$ cat config.mk
export PLATFORM = sky130hd
export DESIGN_NAME = mpe_result_wb_flat
export DESIGN_NICKNAME = d
export VERILOG_FILES = /design/src/rtl/mpe_result_wb_if.sv /design/src/rtl/mpe_result_wb.sv /design/src/flat_wrapper.sv
export SDC_FILE = /design/constraint.sdc
export NUM_CORES = 2
export LEC_CHECK = 0
export ABC_CLOCK_PERIOD_IN_PS = 7700
export CAP_MARGIN = 10
export CORE_MARGIN = 3
export CORE_UTILIZATION = 57
export CTS_CLUSTER_SIZE = 28
export DETAILED_ROUTE_END_ITERATION = 12
export HOLD_SLACK_MARGIN = 0.12
export PLACE_DENSITY = 0.75
export SETUP_SLACK_MARGIN = 0.5
export SLEW_MARGIN = 20
export SYNTH_ARGS = -nofsm -noshare
export SYNTH_HDL_FRONTEND = slang
export SYNTH_SLANG_ARGS = --single-unit
$ cat constraint.sdc
create_clock -name clk -period 7.7 [get_ports clk]
set_clock_uncertainty 0.2 [all_clocks]
set_input_delay 2.31 -clock clk [delete_from_list [all_inputs] [get_ports clk]]
set_output_delay 2.31 -clock clk [all_outputs]
set_load 0.005 [all_outputs]
$ cat src/rtl/mpe_result_wb_if.sv
// NRAM line-write bus of the matrix-PE result write-back stage.
// master drives the line and its valid; slave returns ready.
interface mpe_result_wb_if #(
    parameter int LANES  = 16,
    parameter int ADDR_W = 12
);
    logic [LANES*32-1:0] wb_nram_data;
    logic [LANES-1:0]    wb_nram_mask;
    logic [ADDR_W-1:0]   wb_nram_addr;
    logic                wb_nram_valid;
    logic                wb_nram_ready;

    modport master (
        output wb_nram_data,
        output wb_nram_mask,
        output wb_nram_addr,
        output wb_nram_valid,
        input  wb_nram_ready
    );

    modport slave (
        input  wb_nram_data,
        input  wb_nram_mask,
        input  wb_nram_addr,
        input  wb_nram_valid,
        output wb_nram_ready
    );
endinterface

$ cat src/rtl/mpe_result_wb.sv
// Packs PE dot-product results into NRAM lines and writes them through a 2-entry FIFO.
// Optional MPE_WB_RELU_EN: negative results are replaced by zero before packing.
module mpe_result_wb #(
    parameter int LANES  = 16,
    parameter int ADDR_W = 12
) (
    input  logic              clk,
    input  logic              rst_n,
    input  logic [31:0]       mpe_result,
    input  logic              mpe_result_vld,
    input  logic              cfg_start,
    input  logic [ADDR_W-1:0] cfg_base_addr,
    input  logic              flush,
    mpe_result_wb_if.master   wb,
    output logic              busy,
    output logic              overflow
);
    localparam int LP_W   = (LANES > 1) ? $clog2(LANES) : 1;
    localparam int LINE_W = LANES * 32;

    logic [31:0] result_in;
`ifdef MPE_WB_RELU_EN
    assign result_in = mpe_result[31] ? 32'd0 : mpe_result;
`else
    assign result_in = mpe_result;
`endif

    // Assembly state
    logic [LINE_W-1:0] asm_data_reg, asm_data_next;
    logic [LANES-1:0]  asm_mask_reg, asm_mask_next;
    logic [LP_W-1:0]   lp_reg, lp_next;
    logic [ADDR_W-1:0] addr_ptr_reg, addr_ptr_next;
    logic              overflow_reg, overflow_next;
    logic              busy_reg, busy_next;

    // Two-entry FIFO: head feeds the NRAM bus, tail is the second slot
    logic [LINE_W-1:0] head_data_reg, head_data_next, tail_data_reg, tail_data_next;
    logic [LANES-1:0]  head_mask_reg, head_mask_next, tail_mask_reg, tail_mask_next;
    logic [ADDR_W-1:0] head_addr_reg, head_addr_next, tail_addr_reg, tail_addr_next;
    logic [1:0]        count_reg, count_next;

    logic [LP_W-1:0]   base_lp;
    logic [LANES-1:0]  lane_hit;
    logic [LINE_W-1:0] line_data;
    logic [LANES-1:0]  line_mask;
    logic [ADDR_W-1:0] line_addr;
    logic              line_full;
    logic              push;
    logic              push_ok;
    logic              drop;
    logic              pop;

    // cfg_start discards the partial line before this cycle's result lands
    assign base_lp   = cfg_start ? '0 : lp_reg;
    assign line_addr = cfg_start ? cfg_base_addr : addr_ptr_reg;

    genvar gi;
    generate
        for (gi = 0; gi < LANES; gi++) begin : g_lane
            assign lane_hit[gi] = mpe_result_vld && (base_lp == LP_W'(gi));
            assign line_data[gi*32 +: 32] = lane_hit[gi] ? result_in :
                                            (cfg_start ? 32'd0 : asm_data_reg[gi*32 +: 32]);
            assign line_mask[gi] = lane_hit[gi] | (~cfg_start & asm_mask_reg[gi]);
        end
    endgenerate

    assign line_full = mpe_result_vld && (base_lp == LP_W'(LANES - 1));
    assign push      = line_full || (flush && (|line_mask));
    assign pop       = wb.wb_nram_valid && wb.wb_nram_ready;
    // A full FIFO still accepts a push when its head leaves in the same cycle
    assign push_ok   = push && ((count_reg != 2'd2) || pop);
    assign drop      = push && !push_ok;

    always_comb begin
        asm_data_next = push ? '0 : line_data;
        asm_mask_next = push ? '0 : line_mask;
        lp_next       = base_lp;
        if (push)
            lp_next = '0;
        else if (mpe_result_vld)
            lp_next = base_lp + LP_W'(1);
        addr_ptr_next = push_ok ? line_addr + ADDR_W'(1) : line_addr;
        overflow_next = (overflow_reg & ~cfg_start) | drop;
        count_next    = count_reg + 2'(push_ok) - 2'(pop);
        busy_next     = (|asm_mask_next) || (count_next != 2'd0);
    end

    always_comb begin
        head_data_next = head_data_reg;
        head_mask_next = head_mask_reg;
        head_addr_next = head_addr_reg;
        tail_data_next = tail_data_reg;
        tail_mask_next = tail_mask_reg;
        tail_addr_next = tail_addr_reg;
        // Head advances from the tail when both are occupied, else from the new line
        if (pop && count_reg == 2'd2) begin
            head_data_next = tail_data_reg;
            head_mask_next = tail_mask_reg;
            head_addr_next = tail_addr_reg;
            if (push_ok) begin
                tail_data_next = line_data;
                tail_mask_next = line_mask;
                tail_addr_next = line_addr;
            end
        end else if (push_ok) begin
            if (pop || count_reg == 2'd0) begin
                head_data_next = line_data;
                head_mask_next = line_mask;
                head_addr_next = line_addr;
            end else begin
                tail_data_next = line_data;
                tail_mask_next = line_mask;
                tail_addr_next = line_addr;
            end
        end
    end

    always_ff @(posedge clk or negedge rst_n) begin
        if (!rst_n) begin
            asm_data_reg  <= '0;
            asm_mask_reg  <= '0;
            lp_reg        <= '0;
            addr_ptr_reg  <= '0;
            overflow_reg  <= 1'b0;
            busy_reg      <= 1'b0;
            count_reg     <= 2'd0;
            head_data_reg <= '0;
            head_mask_reg <= '0;
            head_addr_reg <= '0;
            tail_data_reg <= '0;
            tail_mask_reg <= '0;
            tail_addr_reg <= '0;
        end else begin
            asm_data_reg  <= asm_data_next;
            asm_mask_reg  <= asm_mask_next;
            lp_reg        <= lp_next;
            addr_ptr_reg  <= addr_ptr_next;
            overflow_reg  <= overflow_next;
            busy_reg      <= busy_next;
            count_reg     <= count_next;
            head_data_reg <= head_data_next;
            head_mask_reg <= head_mask_next;
            head_addr_reg <= head_addr_next;
            tail_data_reg <= tail_data_next;
            tail_mask_reg <= tail_mask_next;
            tail_addr_reg <= tail_addr_next;
        end
    end

    assign wb.wb_nram_data  = head_data_reg;
    assign wb.wb_nram_mask  = head_mask_reg;
    assign wb.wb_nram_addr  = head_addr_reg;
    assign wb.wb_nram_valid = (count_reg != 2'd0);
    assign busy             = busy_reg;
    assign overflow         = overflow_reg;
endmodule

$ cat src/flat_wrapper.sv
// flat-port wrapper written by rule: the top's interface ports become plain ports
module mpe_result_wb_flat 
#(
    parameter int LANES  = 16,
    parameter int ADDR_W = 12
)
  (clk, rst_n, mpe_result, mpe_result_vld, cfg_start, cfg_base_addr, flush, busy, overflow, wb_wb_nram_data, wb_wb_nram_mask, wb_wb_nram_addr, wb_wb_nram_valid, wb_wb_nram_ready);
  mpe_result_wb_if #(.LANES(LANES), .ADDR_W(ADDR_W)) wb_i ();
  input  logic clk;
  input  logic rst_n;
  input  logic [31:0] mpe_result;
  input  logic mpe_result_vld;
  input  logic cfg_start;
  input  logic [ADDR_W-1:0] cfg_base_addr;
  input  logic flush;
  output logic busy;
  output logic overflow;
  output wire logic [$bits(wb_i.wb_nram_data)-1:0] wb_wb_nram_data;
  output wire logic [$bits(wb_i.wb_nram_mask)-1:0] wb_wb_nram_mask;
  output wire logic [$bits(wb_i.wb_nram_addr)-1:0] wb_wb_nram_addr;
  output wire logic [$bits(wb_i.wb_nram_valid)-1:0] wb_wb_nram_valid;
  input wire logic [$bits(wb_i.wb_nram_ready)-1:0] wb_wb_nram_ready;
  assign wb_wb_nram_data = wb_i.wb_nram_data;
  assign wb_wb_nram_mask = wb_i.wb_nram_mask;
  assign wb_wb_nram_addr = wb_i.wb_nram_addr;
  assign wb_wb_nram_valid = wb_i.wb_nram_valid;
  assign wb_i.wb_nram_ready = wb_wb_nram_ready;
  mpe_result_wb #(.LANES(LANES), .ADDR_W(ADDR_W)) u_core (.clk(clk), .rst_n(rst_n), .mpe_result(mpe_result), .mpe_result_vld(mpe_result_vld), .cfg_start(cfg_start), .cfg_base_addr(cfg_base_addr), .flush(flush), .wb(wb_i), .busy(busy), .overflow(overflow));
endmodule
==> results.toml <==
[grt]
grt.overflow.total = 0
grt_first_pass_wirelength_um = 403000
grt_max_degree = 242
grt_pass1_vias = 65554
globalRouteTotalUtil_pct = 37.8
antenna_found_initial = 15

[floorplanning]
ios = 593
die_h_um = 372
placementRows = 133
start_util_pct = 57.8
dieArea_sq_um = 139000
coreArea_sq_um = 132000
die_w_um = 372

[timing]
rsz0062_at_grt = "no"
max_freq_ghz = 0.173
fin_crit_ns = 5.79
timing_hold_violations_final = 0
worst_pin_slew_ns = 1.31
finalSetupViolCount = 0
period_share_pct = 75.2
final.setup.tns_ns = 0
slew_headroom_pct = 12.7
finalMaxSlewViolations = 0

[synth]
yosysUniqueCellTypes = 60
ys.flop_type = "dfrtp_1"
syn_nets = 7999
syn_avg_cell_area_sq_um = 9.62
synth_top_area_cell = "dfrtp_1"
ys_ff_latch = 1628
synth.area.top_cells = "dfrtp_1 53%, o221a_2 6.7%, nand2_1 5.3%"
synthArstFlopShare_pct = 100
syn_inst = 7946
yosys_warnings = 0
synth_top_area_share_pct = 53.3
synthesis.area_sq_um = 76500
ys_seq_area_share_pct = 53.3
synth-edff-count = 0

[power]
power_density_nw_per_um2 = 362
p_leak_nw = 41.9
peakVddDrop_uv = 346

[worst_hold_path]
hold_class = "flip-flop to flip-flop"
min_from = "u_core.tail_data_reg[100]"

[final_layout]
drive_gt1_share_pct = 11.9
syn_to_final_growth_pct = 15.4
nets = 8036
fillers = 10181
layout.cells.non_filler = 9891

[clocking]
clk_pin_slew_ns = 0.06
post_cts_buffers = 0
postCtsHoldBufs = 0
cts_tree = "built"
clk_latency_ns = 0.81
cts_made_buffers = 170
cts_root_buffer = "clkbuf_16"
clockBufferDepth = 3
cts_resized = 0
clock_sinks = 1628
htreeDepth = 4

[place]
portBuffers = 592
dpl.cell_count = 9566
place_congestion = 0.818
dp_hpwl_um = 142000

[setup_path]
cp.arrival_ns = 6.28
path_class = "primary input to flip-flop"
crit_start = "mpe_result_vld"
r2r_slack_ns = 3.07
critPathMaxFanout = 201
start_kind = "primary input"
endpoint_kind = "flip-flop"
r2r-start = "u_core.lp_reg[1]"
critPathRequiredTime_ns = 8.19

[status]
status = "finished, final reports clean"

[detailed_routing]
antenna_left = 0
via_per_inst = 6.86
dr.pass1.iters = 9
drt-initial-drc-count = 9944
num_vias = 67822
wl_per_cell_um = 27.1
drc = 0
drt-total-wl_um = 268000

[run]
drv_cap = 0
-- path summary, 6_finish.rpt --
path | endpoint | cells after the start
setup / recovery | u_core.wb.wb_nram_data[405] | 8
hold / removal | u_core.tail_data_reg[100] | 2
setup reg to reg | u_core.wb.wb_nram_data[405] | 6
hold reg to reg | u_core.tail_data_reg[100] | 2
max in group asynchronous | u_core.tail_data_reg[472] | 2
min in group asynchronous | u_core.wb.wb_nram_data[113] | 1
-- synthesized netlist by cell type (2+ instances only) --
library cell,n
and2_1,2
or3_1,3
nor3_1,9
clkbuf_2,2
buf_2,183
a21boi_1,16
clkbuf_1,586
o221a_1,76
nand2b_1,2
nand3_1,2
o22ai_1,540
o311ai_0,96
and3_1,2
nor2_2,3
o221a_2,452
xor2_1,2
buf_1,37
buf_6,17
dfrtp_1,1628
o21a_1,13
o211a_1,284
a21oi_1,769
o21ai_1,2
buf_4,18
mux2i_1,145
nand2_1,1088
nor2_1,1068
nor2b_1,134
inv_1,5
a22oi_1,12
a21boi_0,82
ha_1,3
nand4bb_1,2
xnor2_1,16
a21oi_2,60
o21ai_0,555
a31oi_1,2
nor4_1,8
-- layout by cell type (no fill, tap or decap), drive strengths merged, types with 12 or more instances in the layout --
cell type,n
a21boi,98
a21oi,829
a22oi,12
buf,151
bufinv,14
clkbuf,255
clkdlybuf4s50,557
clkinv,33
dfrtp,1628
diode,17
mux2i,145
nand2,1089
nor2,1073
nor2b,134
o211a,284
o21a,13
o21ai,557
o221a,528
o22ai,540
o311ai,96
xnor2,16
-- power breakdown --
part / leakage, nW / internal [mW] / switching [mW] / total, mW
combinational: 17.3 / 5.50 / 5.47 / 11.0
clock: 2.87 / 5.07 / 3.53 / 8.60
sequential: 21.8 / 10.2 / 2.17 / 12.3
total: 41.9 / 20.7 / 11.2 / 31.9
-- through the flow --
step                setup slack (ns)  total power [mW]  hold slack, ns  util [%]  instance area, sq um
detailed placement              1.31              23.2           0.290      62.3                 82400
CTS                             2.18              31.7           0.303      66.7                 88200
finish                          1.91              31.9           0.302      66.7                 88200
floorplan                       2.95              17.6           0.267         -                 76500
global route                    1.90              33.2           0.322      66.7                 88200
global placement                1.39              22.8           0.279      62.3                 82400
-- area by class of cell --
type / count / area (sq um) / area share [%]
Multi-Input combinational cell: 5469 / 32300 / 36.6
Clock buffer: 255 / 5130 / 5.82
Sequential cell: 1628 / 40800 / 46.2
Tap cell: 1755 / 2200 / 2.49
Antenna cell: 17 / 42.5 / 0.0482
Timing Repair Buffer: 708 / 7140 / 8.09
Clock inverter: 53 / 664 / 0.753
Inverter: 6 / 30.0 / 0.0340
-- logic make-up after synthesis --
group	Yosys count	share of synthesized area [%]
flip-flops	1628	53.3
AND/OR/NAND/NOR	2337	12.1
XOR/XNOR	18	0.206
multiplexers	146	1.91
buffers and inverters	849	4.73
AO/OA/AOI/OAI	2965	27.7
adder cells (fa/ha/maj)	3	0.0491
-- critical path: stages --
cell             delay, ns
clkdlybuf4s50_1       0.68
buf_4                 0.29
nand4b_4              0.14
o21bai_1              0.50
o21a_4                0.59
nand2_4               0.53
buf_12                0.46
o221a_2               0.48
-- routing by layer --
metal | routed length [um] | track usage [%] | up-vias
li1 | - | - | 28771
met1 | 102000 | 50.1 | 33981
met2 | 119000 | 55.5 | 4304
met3 | 29900 | 9.90 | 758
met4 | 17000 | 24.0 | 8
met5 | 59 | 0 | -
Note: power is estimated with default switching activity, not from simulation.
